<file path="src/rtl/riscv_pkg.sv">
// rtl/riscv_pkg.sv - shared RV32I pipeline encodings: ALU ops, control-bundle bit positions, x0
package riscv_pkg;

    localparam int CTRL_W = 7;

    // Control bundle order: {RegWrite, MemRead, MemWrite, MemtoReg, ALUSrc, Branch, Jump}
    localparam int CTRL_REGWRITE = 6;
    localparam int CTRL_MEMREAD  = 5;
    localparam int CTRL_MEMWRITE = 4;
    localparam int CTRL_MEMTOREG = 3;
    localparam int CTRL_ALUSRC   = 2;
    localparam int CTRL_BRANCH   = 1;
    localparam int CTRL_JUMP     = 0;

    localparam logic [4:0] REG_X0 = 5'd0;

    typedef enum logic [3:0] {
        ALU_ADD  = 4'd0,
        ALU_SUB  = 4'd1,
        ALU_SLL  = 4'd2,
        ALU_SLT  = 4'd3,
        ALU_SLTU = 4'd4,
        ALU_XOR  = 4'd5,
        ALU_SRL  = 4'd6,
        ALU_SRA  = 4'd7,
        ALU_OR   = 4'd8,
        ALU_AND  = 4'd9,
        ALU_LUI  = 4'd10
    } alu_op_e;

endpackage

</file>
<file path="src/rtl/id_ex_stage_if.sv">
// rtl/id_ex_stage_if.sv - ID-side inputs and EX-side outputs of the ID/EX pipeline register
interface id_ex_stage_if #(
    parameter int XLEN  = 32,
    parameter int CNT_W = 16
);
    logic             id_valid;
    logic [XLEN-1:0]  id_pc;
    logic [4:0]       id_rs1;
    logic [4:0]       id_rs2;
    logic [4:0]       id_rd;
    logic             id_uses_rs1;
    logic             id_uses_rs2;
    logic [XLEN-1:0]  id_rs1_data;
    logic [XLEN-1:0]  id_rs2_data;
    logic [XLEN-1:0]  id_imm;
    logic [3:0]       id_alu_ctrl;
    logic [2:0]       id_funct3;
    logic [6:0]       id_ctrl;
    logic             ex_flush;
    logic             hold;

    logic             stall;
    logic             ex_valid;
    logic [XLEN-1:0]  ex_pc;
    logic [XLEN-1:0]  ex_rs1_data;
    logic [XLEN-1:0]  ex_rs2_data;
    logic [XLEN-1:0]  ex_imm;
    logic [4:0]       ex_rs1;
    logic [4:0]       ex_rs2;
    logic [4:0]       ex_rd;
    logic [3:0]       ex_alu_ctrl;
    logic [2:0]       ex_funct3;
    logic [6:0]       ex_ctrl;
    logic [CNT_W-1:0] stall_cnt;
    logic [CNT_W-1:0] flush_cnt;

    modport master (
        output id_valid, id_pc, id_rs1, id_rs2, id_rd, id_uses_rs1, id_uses_rs2,
               id_rs1_data, id_rs2_data, id_imm, id_alu_ctrl, id_funct3, id_ctrl,
               ex_flush, hold,
        input  stall, ex_valid, ex_pc, ex_rs1_data, ex_rs2_data, ex_imm,
               ex_rs1, ex_rs2, ex_rd, ex_alu_ctrl, ex_funct3, ex_ctrl,
               stall_cnt, flush_cnt
    );

    modport slave (
        input  id_valid, id_pc, id_rs1, id_rs2, id_rd, id_uses_rs1, id_uses_rs2,
               id_rs1_data, id_rs2_data, id_imm, id_alu_ctrl, id_funct3, id_ctrl,
               ex_flush, hold,
        output stall, ex_valid, ex_pc, ex_rs1_data, ex_rs2_data, ex_imm,
               ex_rs1, ex_rs2, ex_rd, ex_alu_ctrl, ex_funct3, ex_ctrl,
               stall_cnt, flush_cnt
    );
endinterface

</file>
<file path="src/rtl/id_ex_stage_load_use_detect.sv">
// rtl/id_ex_stage_load_use_detect.sv - combinational load-use hazard between EX load and ID consumer
module load_use_detect
    import riscv_pkg::*;
(
    input  logic       ex_valid_i,
    input  logic       ex_mem_read_i,
    input  logic [4:0] ex_rd_i,
    input  logic       id_valid_i,
    input  logic       id_uses_rs1_i,
    input  logic       id_uses_rs2_i,
    input  logic [4:0] id_rs1_i,
    input  logic [4:0] id_rs2_i,
    output logic       lu_o
);
    logic rs1_hit;
    logic rs2_hit;

    // Only operands the instruction really reads count; lui/jal carry junk in rs fields.
    assign rs1_hit = id_uses_rs1_i & (id_rs1_i == ex_rd_i);
    assign rs2_hit = id_uses_rs2_i & (id_rs2_i == ex_rd_i);

    assign lu_o = ex_valid_i & ex_mem_read_i & (ex_rd_i != REG_X0) & id_valid_i
                & (rs1_hit | rs2_hit);
endmodule

</file>
<file path="src/rtl/id_ex_stage.sv">
// rtl/id_ex_stage.sv - ID/EX pipeline register with load-use bubble, flush bubble, hold and event counters
module id_ex_stage
    import riscv_pkg::*;
#(
    parameter int XLEN  = 32,
    parameter int CNT_W = 16
) (
    input logic         clk,
    input logic         rst,
    id_ex_stage_if.slave bus
);
    localparam logic [CNT_W-1:0] CNT_MAX = {CNT_W{1'b1}};

    logic             ex_valid_q,    ex_valid_d;
    logic [XLEN-1:0]  ex_pc_q,       ex_pc_d;
    logic [XLEN-1:0]  ex_rs1_data_q, ex_rs1_data_d;
    logic [XLEN-1:0]  ex_rs2_data_q, ex_rs2_data_d;
    logic [XLEN-1:0]  ex_imm_q,      ex_imm_d;
    logic [4:0]       ex_rs1_q,      ex_rs1_d;
    logic [4:0]       ex_rs2_q,      ex_rs2_d;
    logic [4:0]       ex_rd_q,       ex_rd_d;
    logic [3:0]       ex_alu_ctrl_q, ex_alu_ctrl_d;
    logic [2:0]       ex_funct3_q,   ex_funct3_d;
    logic [CTRL_W-1:0] ex_ctrl_q,    ex_ctrl_d;
    logic [CNT_W-1:0] stall_cnt_q,   stall_cnt_d;
    logic [CNT_W-1:0] flush_cnt_q,   flush_cnt_d;
    logic             lu;

    load_use_detect u_lu (
        .ex_valid_i    (ex_valid_q),
        .ex_mem_read_i (ex_ctrl_q[CTRL_MEMREAD]),
        .ex_rd_i       (ex_rd_q),
        .id_valid_i    (bus.id_valid),
        .id_uses_rs1_i (bus.id_uses_rs1),
        .id_uses_rs2_i (bus.id_uses_rs2),
        .id_rs1_i      (bus.id_rs1),
        .id_rs2_i      (bus.id_rs2),
        .lu_o          (lu)
    );

    // A flushed ID instruction is wrong-path and hold already freezes upstream.
    assign bus.stall = lu & ~bus.ex_flush & ~bus.hold;

    always_comb begin
        ex_valid_d    = ex_valid_q;
        ex_pc_d       = ex_pc_q;
        ex_rs1_data_d = ex_rs1_data_q;
        ex_rs2_data_d = ex_rs2_data_q;
        ex_imm_d      = ex_imm_q;
        ex_rs1_d      = ex_rs1_q;
        ex_rs2_d      = ex_rs2_q;
        ex_rd_d       = ex_rd_q;
        ex_alu_ctrl_d = ex_alu_ctrl_q;
        ex_funct3_d   = ex_funct3_q;
        ex_ctrl_d     = ex_ctrl_q;
        stall_cnt_d   = stall_cnt_q;
        flush_cnt_d   = flush_cnt_q;

        if (bus.ex_flush || (!bus.hold && lu)) begin
            // Bubble clears register indices too so forwarding never matches it.
            ex_valid_d    = 1'b0;
            ex_pc_d       = '0;
            ex_rs1_data_d = '0;
            ex_rs2_data_d = '0;
            ex_imm_d      = '0;
            ex_rs1_d      = '0;
            ex_rs2_d      = '0;
            ex_rd_d       = '0;
            ex_alu_ctrl_d = '0;
            ex_funct3_d   = '0;
            ex_ctrl_d     = '0;
            if (bus.ex_flush) begin
                if (ex_valid_q && flush_cnt_q != CNT_MAX) flush_cnt_d = flush_cnt_q + 1'b1;
            end else if (stall_cnt_q != CNT_MAX) begin
                stall_cnt_d = stall_cnt_q + 1'b1;
            end
        end else if (!bus.hold) begin
            ex_valid_d    = bus.id_valid;
            ex_pc_d       = bus.id_pc;
            ex_rs1_data_d = bus.id_rs1_data;
            ex_rs2_data_d = bus.id_rs2_data;
            ex_imm_d      = bus.id_imm;
            ex_rs1_d      = bus.id_rs1;
            ex_rs2_d      = bus.id_rs2;
            ex_rd_d       = bus.id_rd;
            ex_alu_ctrl_d = bus.id_alu_ctrl;
            ex_funct3_d   = bus.id_funct3;
            ex_ctrl_d     = bus.id_ctrl;
        end
    end

    always_ff @(posedge clk or posedge rst) begin
        if (rst) begin
            ex_valid_q    <= 1'b0;
            ex_pc_q       <= '0;
            ex_rs1_data_q <= '0;
            ex_rs2_data_q <= '0;
            ex_imm_q      <= '0;
            ex_rs1_q      <= '0;
            ex_rs2_q      <= '0;
            ex_rd_q       <= '0;
            ex_alu_ctrl_q <= '0;
            ex_funct3_q   <= '0;
            ex_ctrl_q     <= '0;
            stall_cnt_q   <= '0;
            flush_cnt_q   <= '0;
        end else begin
            ex_valid_q    <= ex_valid_d;
            ex_pc_q       <= ex_pc_d;
            ex_rs1_data_q <= ex_rs1_data_d;
            ex_rs2_data_q <= ex_rs2_data_d;
            ex_imm_q      <= ex_imm_d;
            ex_rs1_q      <= ex_rs1_d;
            ex_rs2_q      <= ex_rs2_d;
            ex_rd_q       <= ex_rd_d;
            ex_alu_ctrl_q <= ex_alu_ctrl_d;
            ex_funct3_q   <= ex_funct3_d;
            ex_ctrl_q     <= ex_ctrl_d;
            stall_cnt_q   <= stall_cnt_d;
            flush_cnt_q   <= flush_cnt_d;
        end
    end

    assign bus.ex_valid    = ex_valid_q;
    assign bus.ex_pc       = ex_pc_q;
    assign bus.ex_rs1_data = ex_rs1_data_q;
    assign bus.ex_rs2_data = ex_rs2_data_q;
    assign bus.ex_imm      = ex_imm_q;
    assign bus.ex_rs1      = ex_rs1_q;
    assign bus.ex_rs2      = ex_rs2_q;
    assign bus.ex_rd       = ex_rd_q;
    assign bus.ex_alu_ctrl = ex_alu_ctrl_q;
    assign bus.ex_funct3   = ex_funct3_q;
    assign bus.ex_ctrl     = ex_ctrl_q;
    assign bus.stall_cnt   = stall_cnt_q;
    assign bus.flush_cnt   = flush_cnt_q;
endmodule

</file>
<file path="src/flat_wrapper.sv">
// flat-port wrapper written by rule: the top's interface ports become plain ports
module id_ex_stage_flat import riscv_pkg::*;
#(
    parameter int XLEN  = 32,
    parameter int CNT_W = 16
)
  (clk, rst, bus_id_valid, bus_id_pc, bus_id_rs1, bus_id_rs2, bus_id_rd, bus_id_uses_rs1, bus_id_uses_rs2, bus_id_rs1_data, bus_id_rs2_data, bus_id_imm, bus_id_alu_ctrl, bus_id_funct3, bus_id_ctrl, bus_ex_flush, bus_hold, bus_stall, bus_ex_valid, bus_ex_pc, bus_ex_rs1_data, bus_ex_rs2_data, bus_ex_imm, bus_ex_rs1, bus_ex_rs2, bus_ex_rd, bus_ex_alu_ctrl, bus_ex_funct3, bus_ex_ctrl, bus_stall_cnt, bus_flush_cnt);
  id_ex_stage_if #(.XLEN(XLEN), .CNT_W(CNT_W)) bus_i ();
  input logic clk;
  input logic rst;
  input wire logic [$bits(bus_i.id_valid)-1:0] bus_id_valid;
  input wire logic [$bits(bus_i.id_pc)-1:0] bus_id_pc;
  input wire logic [$bits(bus_i.id_rs1)-1:0] bus_id_rs1;
  input wire logic [$bits(bus_i.id_rs2)-1:0] bus_id_rs2;
  input wire logic [$bits(bus_i.id_rd)-1:0] bus_id_rd;
  input wire logic [$bits(bus_i.id_uses_rs1)-1:0] bus_id_uses_rs1;
  input wire logic [$bits(bus_i.id_uses_rs2)-1:0] bus_id_uses_rs2;
  input wire logic [$bits(bus_i.id_rs1_data)-1:0] bus_id_rs1_data;
  input wire logic [$bits(bus_i.id_rs2_data)-1:0] bus_id_rs2_data;
  input wire logic [$bits(bus_i.id_imm)-1:0] bus_id_imm;
  input wire logic [$bits(bus_i.id_alu_ctrl)-1:0] bus_id_alu_ctrl;
  input wire logic [$bits(bus_i.id_funct3)-1:0] bus_id_funct3;
  input wire logic [$bits(bus_i.id_ctrl)-1:0] bus_id_ctrl;
  input wire logic [$bits(bus_i.ex_flush)-1:0] bus_ex_flush;
  input wire logic [$bits(bus_i.hold)-1:0] bus_hold;
  output wire logic [$bits(bus_i.stall)-1:0] bus_stall;
  output wire logic [$bits(bus_i.ex_valid)-1:0] bus_ex_valid;
  output wire logic [$bits(bus_i.ex_pc)-1:0] bus_ex_pc;
  output wire logic [$bits(bus_i.ex_rs1_data)-1:0] bus_ex_rs1_data;
  output wire logic [$bits(bus_i.ex_rs2_data)-1:0] bus_ex_rs2_data;
  output wire logic [$bits(bus_i.ex_imm)-1:0] bus_ex_imm;
  output wire logic [$bits(bus_i.ex_rs1)-1:0] bus_ex_rs1;
  output wire logic [$bits(bus_i.ex_rs2)-1:0] bus_ex_rs2;
  output wire logic [$bits(bus_i.ex_rd)-1:0] bus_ex_rd;
  output wire logic [$bits(bus_i.ex_alu_ctrl)-1:0] bus_ex_alu_ctrl;
  output wire logic [$bits(bus_i.ex_funct3)-1:0] bus_ex_funct3;
  output wire logic [$bits(bus_i.ex_ctrl)-1:0] bus_ex_ctrl;
  output wire logic [$bits(bus_i.stall_cnt)-1:0] bus_stall_cnt;
  output wire logic [$bits(bus_i.flush_cnt)-1:0] bus_flush_cnt;
  assign bus_i.id_valid = bus_id_valid;
  assign bus_i.id_pc = bus_id_pc;
  assign bus_i.id_rs1 = bus_id_rs1;
  assign bus_i.id_rs2 = bus_id_rs2;
  assign bus_i.id_rd = bus_id_rd;
  assign bus_i.id_uses_rs1 = bus_id_uses_rs1;
  assign bus_i.id_uses_rs2 = bus_id_uses_rs2;
  assign bus_i.id_rs1_data = bus_id_rs1_data;
  assign bus_i.id_rs2_data = bus_id_rs2_data;
  assign bus_i.id_imm = bus_id_imm;
  assign bus_i.id_alu_ctrl = bus_id_alu_ctrl;
  assign bus_i.id_funct3 = bus_id_funct3;
  assign bus_i.id_ctrl = bus_id_ctrl;
  assign bus_i.ex_flush = bus_ex_flush;
  assign bus_i.hold = bus_hold;
  assign bus_stall = bus_i.stall;
  assign bus_ex_valid = bus_i.ex_valid;
  assign bus_ex_pc = bus_i.ex_pc;
  assign bus_ex_rs1_data = bus_i.ex_rs1_data;
  assign bus_ex_rs2_data = bus_i.ex_rs2_data;
  assign bus_ex_imm = bus_i.ex_imm;
  assign bus_ex_rs1 = bus_i.ex_rs1;
  assign bus_ex_rs2 = bus_i.ex_rs2;
  assign bus_ex_rd = bus_i.ex_rd;
  assign bus_ex_alu_ctrl = bus_i.ex_alu_ctrl;
  assign bus_ex_funct3 = bus_i.ex_funct3;
  assign bus_ex_ctrl = bus_i.ex_ctrl;
  assign bus_stall_cnt = bus_i.stall_cnt;
  assign bus_flush_cnt = bus_i.flush_cnt;
  id_ex_stage #(.XLEN(XLEN), .CNT_W(CNT_W)) u_core (.clk(clk), .rst(rst), .bus(bus_i));
endmodule
</file>
<file path="config.mk">
export PLATFORM = sky130hd
export DESIGN_NAME = id_ex_stage_flat
export DESIGN_NICKNAME = d
export VERILOG_FILES = /design/src/rtl/riscv_pkg.sv /design/src/rtl/id_ex_stage_if.sv /design/src/rtl/id_ex_stage_load_use_detect.sv /design/src/rtl/id_ex_stage.sv /design/src/flat_wrapper.sv
export SDC_FILE = /design/constraint.sdc
export NUM_CORES = 1
export LEC_CHECK = 0
export ABC_AREA = 1
export CORE_MARGIN = 3
export CORE_UTILIZATION = 47
export DETAILED_ROUTE_END_ITERATION = 10
export MAX_ROUTING_LAYER = met4
export PLACE_DENSITY = 0.95
export RECOVER_POWER = 25
export SLEW_MARGIN = 20
export SYNTH_ARGS = -nofsm -noshare
export SYNTH_HDL_FRONTEND = slang
export SYNTH_HIERARCHICAL = 1
export SYNTH_SLANG_ARGS = --single-unit
</file>
<file path="constraint.sdc">
create_clock -name clk -period 10.2 [get_ports clk]
set_clock_uncertainty 0.1 [all_clocks]
set_input_delay 1.53 -clock clk [delete_from_list [all_inputs] [get_ports clk]]
set_output_delay 1.53 -clock clk [all_outputs]
set_load 0.02 [all_outputs]
</file>
==> results.py, run 1 <==
metrics = {
    "pwr": {
        "ir_drop_v": 0.000127,
        "p_seq_share_pct": 46.7,
        "finalPower_mw": 1.76,
        "p_per_area_mw_per_mm2": 139,
        "switching_share_pct": 28.6,
        "leakage_nw": 6.32,
        "pwr-share-clk_pct": 35.0,
        "p_sw_mw": 0.504,
        "internal_power_mw": 1.26,
        "combPwrFrac_pct": 18.2,
    },
    "global_routing": {
        "grt_max_degree": 104,
        "antenna_found_initial": 2,
        "overflow": 0,
        "grt_pass1_vias": 8785,
        "grt_pass1_wl_um": 45900,
        "track_usage_pct": 29.7,
    },
    "final_layout": {
        "areaGrowthSynthToFinish_pct": 47.1,
        "final_common_cell": "nand3_1",
        "drive_gt1_share_pct": 4.08,
        "design_area_mm2": 0.0127,
        "nNetsFinal": 1524,
        "fin_cells": 1598,
        "mostFrequentLayoutCells": "nand3_1, nand2_1, clkdlybuf4s50_1, dfrtp_1, dlygate4sd3_1",
    },
    "clocking": {
        "root_buffer": "clkbuf_16",
        "cts_inserted_buffers": 17,
        "clk_latency_ns": 0.43,
        "post-cts-setup-buffer-count": 0,
        "h-tree-depth": 4,
        "cts_resized": 0,
        "clkSlewWorstSetupHoldPaths_ns": 0.06,
        "numClockSinks": 190,
        "cts_tree": "done",
        "ctsHoldBuffers": 0,
        "cts_buffer_depth": 2,
    },
    "worst_setup_path": {
        "crit_path_start_kind": "input port",
        "crit_type": "in2out",
        "end_kind": "primary output",
        "critPathMaxStageDelay_ns": 0.75,
        "slowest_stage": "dlygate4sd3_1",
        "cp_cell_sequence": "dlygate4sd3_1 > inv_4 > nand3_2 > inv_1 > clkdlybuf4s50_1",
        "rrSetupSlack_ns": 6.95,
        "crit_family": "buffers and inverters",
        "cp.arrival_ns": 3.89,
        "worst-path-buf-inv": 4,
        "crit_required_ns": 8.57,
        "worstPathMaxFanout": 56,
    },
    "floorplanning": {
        "core_mm2": 0.0177,
        "die_h_um": 142,
        "pin_count": 355,
        "die_w_um": 142,
        "num_rows": 48,
        "start_util_pct": 49.0,
        "die_area_mm2": 0.0201,
    },
    "timing": {
        "fin_tns_setup_ns": 0,
        "setup_viol": 0,
        "slew_viol_final": 52,
        "slew_headroom_pct": -53.9,
        "hold_viol": 0,
        "clock.fmax_ghz": 0.181,
        "whs_ns": 0.398,
        "worst_slew_pin_slew_ns": 2.30,
        "period_minus_slack_ns": 5.52,
        "fin_crit_sh_pct": 54.1,
        "rsz0062_at_grt": "false",
    },
    "synthesis": {
        "mappedNetlistNets": 1218,
        "synthesis.area_mm2": 0.00865,
        "yosys_warnings": 6,
        "syn_inst": 1052,
        "seq_area_frac_synth_pct": 55.0,
        "avgSynthCellArea_um2": 8.22,
        "synth_seq_cells": 190,
        "synthDistinctLibCells": 26,
    },
    "placed_design": {
        "placed_cell_area_mm2": 0.0122,
        "dp_cells": 1564,
        "gp_congestion": 0.903,
        "dp_hpwl_um": 20500,
        "port_buffers": 354,
    },
    "detailed_routing": {
        "wirelength_um": 29500,
        "top_layer": "met4",
        "wl_met1_um": 10500,
        "dr.pass1.iters": 6,
        "via_per_inst": 5.58,
        "drtIter0Drc": 864,
        "route.antenna.remaining_nets": 0,
        "drc": 0,
        "route.met2.wl_um": 15000,
        "post_drt_wl_per_cell_um": 18.4,
        "routed-wl-met3_um": 2630,
        "vias": 8912,
    },
    "min_path": {
        "hold_path_class": "reg2reg",
    },
    "run_status": {
        "violations": "max-capacitance violations, max-slew violations",
        "status": "finished, violations left",
    },
    "job": {
        "cap_viol_max_count": 1,
    },
}
[metrics by stage]
stage,utilization (%),setup slack (ns)
after CTS,72.1,4.71
after global placement,69.0,4.81
after global routing,72.1,4.57
after floorplan,-,3.40
final,72.1,4.68
after detailed placement,69.0,4.72
[state kept, by name (all words and copies together) (netlist names)]
name and count:
u_core/bus.ex_pc 32, u_core/bus.ex_rs2 5, u_core/bus.ex_rd 5, u_core/bus.ex_imm 32
u_core/bus.ex_alu_ctrl 4, u_core/bus.ex_ctrl 7, u_core/bus.ex_rs1 5, u_core/bus.ex_rs1_data 32
u_core/bus.ex_funct3 3, u_core/bus.flush_cnt 16, u_core/bus.stall_cnt 16, u_core/bus.ex_rs2_data 32
u_core/bus.ex_valid 1
[cell usage after synthesis]
| library cell | number | area, um2 |
|---|---|---|
| o31ai_1 | 1 | 7.51 |
| o21ai_0 | 3 | 15.0 |
| nand3b_1 | 4 | 30.0 |
| inv_1 | 45 | 169 |
| dfrtp_1 | 190 | 4750 |
| nor3_1 | 2 | 10.0 |
| buf_6 | 2 | 22.5 |
| inv_4 | 1 | 6.26 |
| nand3_2 | 2 | 20.0 |
| nand2_1 | 321 | 1200 |
| buf_4 | 3 | 22.5 |
| clkbuf_1 | 27 | 101 |
| a21oi_2 | 1 | 8.76 |
| xnor2_1 | 4 | 35.0 |
| nand2_2 | 3 | 18.8 |
| inv_2 | 3 | 11.3 |
| nor2_1 | 39 | 146 |
| xor2_1 | 5 | 43.8 |
| nand3_1 | 340 | 1700 |
| ha_1 | 2 | 25.0 |
| nor2_4 | 2 | 22.5 |
| a21oi_4 | 1 | 16.3 |
| buf_1 | 8 | 30.0 |
| buf_2 | 34 | 170 |
| nor2_2 | 5 | 31.3 |
| nand4_1 | 4 | 25.0 |
[worst reg2reg max path: stages (launching register included)]
cell and delay [ns]:
dfrtp_1 0.44, inv_1 0.16, nand2_1 0.07, nand2_1 0.06
nor2_1 0.04, nand3_1 0.09, a21oi_2 0.12, a21oi_4 0.25
buf_4 0.52, buf_4 0.95, nand3_1 0.26, nand2_1 0.12
[layout make-up]
type	count	area, um2
antenna	2	5.00
clock buffer	22	454
clock inverter	10	82.6
fill	1265	4930
inverter	49	190
multi-input combinational	739	3360
sequential	190	4750
tap	225	282
timing repair buffer	361	3590
[kinds of logic (layout without fill, tap and decap cells)]
| family | after synthesis | in the layout | share of synthesized area (%) |
|---|---|---|---|
| and+or+nand+nor | 722 | 722 | 37.1 |
| DFF | 190 | 190 | 55.0 |
| buffers and inverters | 123 | 442 | 6.16 |
| xor gates and xnor gates | 9 | 9 | 0.911 |
| AOI/OAI and AO/OA | 6 | 6 | 0.550 |
| adders and majority gates | 2 | 2 | 0.289 |
| other | 0 | 2 | 0 |
[worst paths after layout]
path	end	from	depth (start not counted)
setup / recovery	bus_stall	bus_ex_flush	5
hold / removal	u_core/bus.ex_imm[14]	u_core/bus.ex_imm[14]	2
setup reg to reg	u_core/bus.ex_rs2_data[12]	u_core/bus.ex_rd[1]	11
hold reg to reg	u_core/bus.ex_imm[14]	u_core/bus.ex_imm[14]	2
max in group asynchronous	u_core/bus.ex_rs2_data[23]	rst	3
min in group asynchronous	u_core/bus.stall_cnt[7]	rst	2
[power by group through the flow]
stage / clock network, mW / registers (mW) / logic (mW)
floorplan: 0 / 0.884 / 0.0969
global placement: 0 / 0.836 / 0.319
detailed placement: 0 / 0.838 / 0.327
CTS: 0.631 / 0.825 / 0.329
global route: 0.662 / 0.828 / 0.345
finish: 0.618 / 0.824 / 0.321
[layer usage]
layer | vias up | track usage [%]
met5 | - | -
met4 | 0 | 13.0
met2 | 508 | 48.7
met3 | 96 | 7.68
met1 | 4255 | 34.6
li1 | 4053 | -
Power figures use the tool's default switching activity.
==> inputs of run 2 (changes only) <==
- CORE_UTILIZATION: 47 -> 43
- PLACE_DENSITY: 0.95 -> 0.9
- clock period: 10.2 -> 5.7 ns (I/O delays scaled with it)
==> results.py, run 2 <==
metrics = {
    "clocking": {
        "cts_inserted_buffers": 17,
        "cts_resized": 0,
        "root_buffer": "clkbuf_16",
        "cts_buffer_depth": 2,
        "numClockSinks": 190,
        "h-tree-depth": 4,
        "post-cts-setup-buffer-count": 0,
        "ctsHoldBuffers": 0,
    },
    "global_routing": {
        "overflow": 0,
        "track_usage_pct": 25.4,
        "grt_max_degree": 191,
        "antenna_found_initial": 0,
        "grt_pass1_wl_um": 43600,
        "grt_pass1_vias": 8487,
    },
    "floorplanning": {
        "die_h_um": 148,
        "die_w_um": 148,
        "pin_count": 355,
        "start_util_pct": 44.2,
        "num_rows": 51,
    },
    "placed_design": {
        "dp_cells": 1604,
        "placed_cell_area_mm2": 0.0122,
        "dp_hpwl_um": 18900,
        "port_buffers": 354,
        "gp_congestion": 0.909,
    },
    "synthesis": {
        "yosysTopAreaCell": "dfrtp_1",
        "synth_top_area_share_pct": 55.0,
        "synth_commonest_cells": "nand3_1, nand2_1, dfrtp_1",
        "synth-edff-count": 0,
        "synthesis.area_mm2": 0.00865,
        "synth_area_leaders": "dfrtp_1, nand3_1, nand2_1",
        "avgSynthCellArea_um2": 8.22,
        "yosys_warnings": 6,
        "synthArstFlopShare_pct": 100,
        "synth_most_common_cell": "nand3_1",
        "synthDistinctLibCells": 26,
        "synth_seq_cells": 190,
        "seq_area_frac_synth_pct": 55.0,
        "mappedNetlistNets": 1218,
        "syn_inst": 1052,
        "synth_ff_type": "dfrtp_1",
    },
    "run_status": {
        "toolErrorMsg": "[ERROR DRT-0255] Maze Route cannot find path of net clk in worker of routeBox ( 96600 0 ) ( 147830 48300 ).",
        "status": "aborted with a tool error",
        "stop_stage": "5_2_route",
    },
}
[run 2: cell families after synthesis]
family | after synthesis | synth area share (%)
flops | 190 | 55.0
buf+inv | 123 | 6.16
compound gates | 6 | 0.550
simple gates | 722 | 37.1
fa+ha+maj | 2 | 0.289
xor+xnor | 9 | 0.911
[run 2: metal layers]
layer  GRT usage, %
met1           29.0
met2           43.1
met3           7.82
met4           8.41
met5              -
[run 2: metrics by stage]
step           setup slack, ns  hold WS, ns  util [%]
4_1_cts                   1.71        0.411      65.4
3_3_place_gp              1.72        0.388      62.5
5_1_grt                   1.59        0.428      65.3
2_1_floorplan             2.30        0.503         -
3_5_place_dp              1.72        0.392      62.5
==> inputs of run 3 (changes only) <==
- CORE_UTILIZATION: 43 -> 40
- MAX_ROUTING_LAYER: met4 -> default
- PLACE_DENSITY: 0.9 -> default
- PLACE_DENSITY_LB_ADDON: default -> 0.15
==> results.py, run 3 (synthesis results as in run 1) <==
metrics = {
    "detailed_routing": {
        "post_drt_wl_per_cell_um": 17.1,
        "route.antenna.remaining_nets": 0,
        "drtIter0Drc": 621,
        "dr.pass1.iters": 5,
        "via_per_inst": 5.13,
        "wirelength_um": 28200,
        "vias": 8454,
        "drc": 0,
    },
    "worst_setup_path": {
        "cp.arrival_ns": 3.04,
        "worstPathMaxFanout": 77,
        "slowest_stage": "inv_4",
        "crit_family": "buffers and inverters",
        "crit_required_ns": 4.74,
        "worstSetupPathDepth": 5,
        "end_kind": "primary output",
        "ff2ff_path_depth": 11,
        "worst-path-buf-inv": 4,
        "crit_type": "in2out",
        "critPathMaxStageDelay_ns": 0.73,
        "cp_cell_sequence": "buf_4 > inv_4 > nand3_2 > inv_1 > clkdlybuf4s50_1",
        "crit_path_start_kind": "input port",
    },
    "final_layout": {
        "design_area_mm2": 0.0129,
        "drive_gt1_share_pct": 4.38,
        "areaGrowthSynthToFinish_pct": 49.4,
        "mostFrequentLayoutCells": "clkdlybuf4s50_1, nand3_1, nand2_1, dfrtp_1, inv_1",
        "multi_input_comb_area_mm2": 0.00336,
        "final_common_cell": "clkdlybuf4s50_1",
        "fillers": 1868,
        "nNetsFinal": 1524,
        "fin_cells": 1648,
        "ff_latch_area_mm2": 0.00475,
    },
    "timing": {
        "setup_viol": 0,
        "worst_slew_pin_slew_ns": 2.22,
        "clock.fmax_ghz": 0.250,
        "hold_viol": 0,
        "fin_tns_setup_ns": 0,
        "rsz0062_at_grt": "false",
        "period_minus_slack_ns": 4.00,
        "slew_viol_final": 86,
        "slew_headroom_pct": -48.0,
        "fin_crit_sh_pct": 70.2,
        "postLayoutSetupSlackWorst_ns": 1.70,
    },
    "placed_design": {
        "placed_cell_area_mm2": 0.0123,
        "dp_cells": 1613,
        "gp_congestion": 0.837,
        "port_buffers": 354,
        "dp_hpwl_um": 18700,
        "post-place-ws_ns": 1.72,
    },
    "floorplanning": {
        "pin_count": 355,
        "core_mm2": 0.0212,
        "die_h_um": 153,
        "start_util_pct": 40.9,
        "die_area_mm2": 0.0234,
        "die_w_um": 153,
        "num_rows": 53,
    },
    "clocking": {
        "cts_inserted_buffers": 17,
        "post-cts-setup-buffer-count": 0,
        "cts_tree": "done",
        "cts_resized": 0,
        "numClockSinks": 190,
        "ctsHoldBuffers": 0,
        "clkSlewWorstSetupHoldPaths_ns": 0.07,
        "cts_buffer_depth": 2,
        "h-tree-depth": 4,
        "root_buffer": "clkbuf_16",
        "clk_latency_ns": 0.42,
    },
    "global_routing": {
        "overflow": 0,
        "track_usage_pct": 23.4,
        "antenna_found_initial": 5,
        "grt_max_degree": 191,
        "grt_pass1_wl_um": 44500,
        "grt_pass1_vias": 8090,
    },
    "min_path": {
        "hold_path_class": "reg2reg",
        "whs_path_depth": 2,
    },
    "pwr": {
        "leakage_nw": 6.19,
        "p_per_area_mw_per_mm2": 258,
        "ir_drop_v": 0.000172,
        "finalPower_mw": 3.34,
    },
    "job": {
        "cap_viol_max_count": 1,
    },
    "run_status": {
        "status": "finished, violations left",
        "violations": "max-capacitance violations, max-slew violations",
    },
}
run 3: worst paths after layout:
kind / start / to / slack (ns)
hold reg to reg: u_core/bus.ex_rs2_data[23] / u_core/bus.ex_rs2_data[23] / 0.41
setup / recovery: bus_hold / bus_stall / 1.70
min in group asynchronous: rst / u_core/bus.ex_alu_ctrl[3] / 1.62
hold / removal: u_core/bus.ex_rs2_data[23] / u_core/bus.ex_rs2_data[23] / 0.41
setup reg to reg: u_core/bus.ex_rd[1] / u_core/bus.stall_cnt[11] / 2.98
max in group asynchronous: rst / u_core/bus.ex_imm[30] / 2.49
run 3: layout make-up:
class,instances,area share (%)
Sequential cell,190,36.8
Timing Repair Buffer,361,28.0
Multi-Input combinational cell,739,26.0
Clock buffer,18,3.40
Tap cell,275,2.66
Clock inverter,14,1.56
Inverter,49,1.49
Antenna cell,2,0.0387
run 3: layer usage:
layer / track usage, % / up-vias / part of all wire [%]
li1: - / 4047 / -
met1: 29.4 / 4013 / 41
met2: 37.6 / 328 / 48
met3: 7.47 / 60 / 7.8
met4: 9.59 / 6 / 3.3
met5: 0 / - / 0.17
run 3: report_power, final:
group	internal, mW	switching, mW
sequential	1.42	0.0525
combinational	0.271	0.311
clock	0.722	0.561
total	2.41	0.924
run 3: through the flow:
step	hold slack [ns]	utilization (%)
floorplan	0.503	-
global placement	0.389	58.0
detailed placement	0.393	58.0
CTS	0.411	61.0
global route	0.429	61.1
finish	0.407	61.1
run 3: tightest hold or removal path, delay by kind of cell (launching register included):
family,cells,cell delay (ns)
and+or+nand+nor,2,0.13
DFF,1,0.35
==> inputs of run 4 (changes only) <==
- clock period: 5.7 -> 4.13 ns (I/O delays scaled with it)
==> results.py, run 4 (synthesis results as in run 1) <==
metrics = {
    "min_path": {
        "whs_path_depth": 2,
        "hold_path_class": "reg2reg",
        "hp-start": "u_core/bus.ex_imm[26]",
        "hold_end": "u_core/bus.ex_imm[26]",
    },
    "worst_setup_path": {
        "rrSetupSlack_ns": 1.54,
        "crit_required_ns": 3.41,
        "cp.arrival_ns": 2.72,
        "end_kind": "primary output",
        "r2r_start": "u_core/bus.ex_rd[1]",
        "ff2ff_path_depth": 11,
        "r2r-end": "u_core/bus.stall_cnt[7]",
        "crit_path_start_kind": "input port",
        "worstPathMaxFanout": 6,
        "crit_type": "in2out",
    },
    "clocking": {
        "cts_inserted_buffers": 17,
        "root_buffer": "clkbuf_16",
        "h-tree-depth": 4,
        "clk_latency_ns": 0.42,
        "cts_resized": 0,
        "cts_buffer_depth": 2,
        "clkSlewWorstSetupHoldPaths_ns": 0.06,
        "post-cts-setup-buffer-count": 0,
        "ctsHoldBuffers": 0,
        "cts_tree": "done",
        "numClockSinks": 190,
    },
    "placed_design": {
        "gp_congestion": 0.890,
        "port_buffers": 354,
        "placed_cell_area_mm2": 0.0124,
        "dp_hpwl_um": 19600,
    },
    "global_routing": {
        "overflow": 0,
        "grt_max_degree": 96,
        "antenna_found_initial": 2,
        "grt_pass1_wl_um": 45500,
        "track_usage_pct": 24.0,
        "grt_pass1_vias": 8213,
    },
    "pwr": {
        "combPwrFrac_pct": 18.7,
        "pwr-share-clk_pct": 34.5,
        "p_seq_share_pct": 46.9,
        "p_per_area_mw_per_mm2": 337,
        "ir_drop_v": 0.000247,
        "switching_share_pct": 28.3,
        "internal_power_mw": 3.11,
        "finalPower_mw": 4.34,
        "p_sw_mw": 1.23,
        "leakage_nw": 6.18,
    },
    "floorplanning": {
        "die_area_mm2": 0.0234,
        "pin_count": 355,
        "die_h_um": 153,
        "die_w_um": 153,
        "core_mm2": 0.0212,
        "start_util_pct": 40.9,
        "num_rows": 53,
    },
    "timing": {
        "setup_viol": 0,
        "rsz0062_at_grt": "false",
        "slew_viol_final": 42,
        "fin_crit_sh_pct": 83.3,
        "hold_viol": 0,
        "whs_ns": 0.403,
        "clock.fmax_ghz": 0.291,
        "fin_tns_setup_ns": 0,
        "slew_headroom_pct": -26.3,
        "worst_slew_pin_slew_ns": 1.88,
        "period_minus_slack_ns": 3.44,
    },
    "final_layout": {
        "drive_gt1_share_pct": 4.63,
        "design_area_mm2": 0.0129,
        "utilization_pct": 60.8,
        "nNetsFinal": 1536,
        "areaGrowthSynthToFinish_pct": 48.8,
        "mostFrequentLayoutCells": "clkdlybuf4s50_1, nand3_1, nand2_1, dfrtp_1, inv_1",
        "antenna_cells": 0,
        "final_common_cell": "clkdlybuf4s50_1",
    },
    "detailed_routing": {
        "route.antenna.remaining_nets": 0,
        "wirelength_um": 28400,
        "vias": 8410,
        "drc": 0,
        "via_per_inst": 5.08,
        "dr.pass1.iters": 5,
        "drtIter0Drc": 524,
        "post_drt_wl_per_cell_um": 17.1,
    },
    "run_status": {
        "status": "finished, violations left",
        "violations": "max-capacitance violations, max-slew violations",
    },
    "job": {
        "cap_viol_max_count": 1,
    },
}
-- run 4: cell types whose count changed in the layout (fill, tap and decap cells not counted), sizes merged --
cell / previous run / this run
clkdlybuf4s50: 351 / 352
bufinv: 3 / 0
clkbuf: 19 / 24
clkinv: 5 / 7
dlygate4sd3: 2 / 1
diode: 2 / 0
inv: 53 / 52
buf: 7 / 14
-- run 4: critical path: stages --
cell,delay (ns)
clkdlybuf4s50_1,0.52
inv_1,0.05
nand2_1,0.05
nand2_1,0.05
nor2_1,0.09
nand3_1,0.10
a21oi_2,0.31
nand3_2,0.19
inv_1,0.11
clkdlybuf4s50_1,0.62
-- run 4: worst max path at each step --
stage,slack [ns],endpoint,cells after the start,from
after floorplan,0.96,u_core/bus.ex_alu_ctrl[0],1,rst
after global placement,0.70,bus_stall,10,bus_id_rs1[3]
after detailed placement,0.69,bus_stall,10,bus_id_rs1[3]
after CTS,0.68,bus_stall,10,bus_id_rs1[3]
after global routing,0.35,u_core/bus.ex_rs2_data[31],3,rst
final,0.69,bus_stall,10,bus_id_rs1[3]
-- run 4: cell type report --
class                           count  area (um2)
Clock buffer                       18         429
Inverter                           49         190
Timing Repair Buffer              373        3700
Multi-Input combinational cell    739        3360
Tap cell                          275         344
Fill cell                        1906        8290
Clock inverter                     12        88.8
Sequential cell                   190        4750
-- run 4: power groups by stage --
stage	Combinational [mW]	Clock [mW]	Sequential, mW
2_1_floorplan	0.240	0	2.18
3_3_place_gp	0.819	0	2.06
3_5_place_dp	0.822	0	2.06
4_1_cts	0.824	1.54	2.03
5_1_grt	0.876	1.61	2.05
6_report	0.811	1.49	2.03
-- run 4: metrics by stage --
stage	worst slack, ns	std cells
2_1_floorplan	0.962	1052
4_1_cts	0.684	1656
5_1_grt	0.355	1656
3_3_place_gp	0.697	1626
3_5_place_dp	0.688	1626
6_report	0.690	1656
-- run 4: metal layers --
metal  track usage [%]  share of wire [%]  vias up
met5                 0              0.095        -
met4              8.19                3.1        4
met3              7.98                7.9       55
met2              38.2                 47      312
met1              30.8                 42     3966
li1                  -                  -     4073
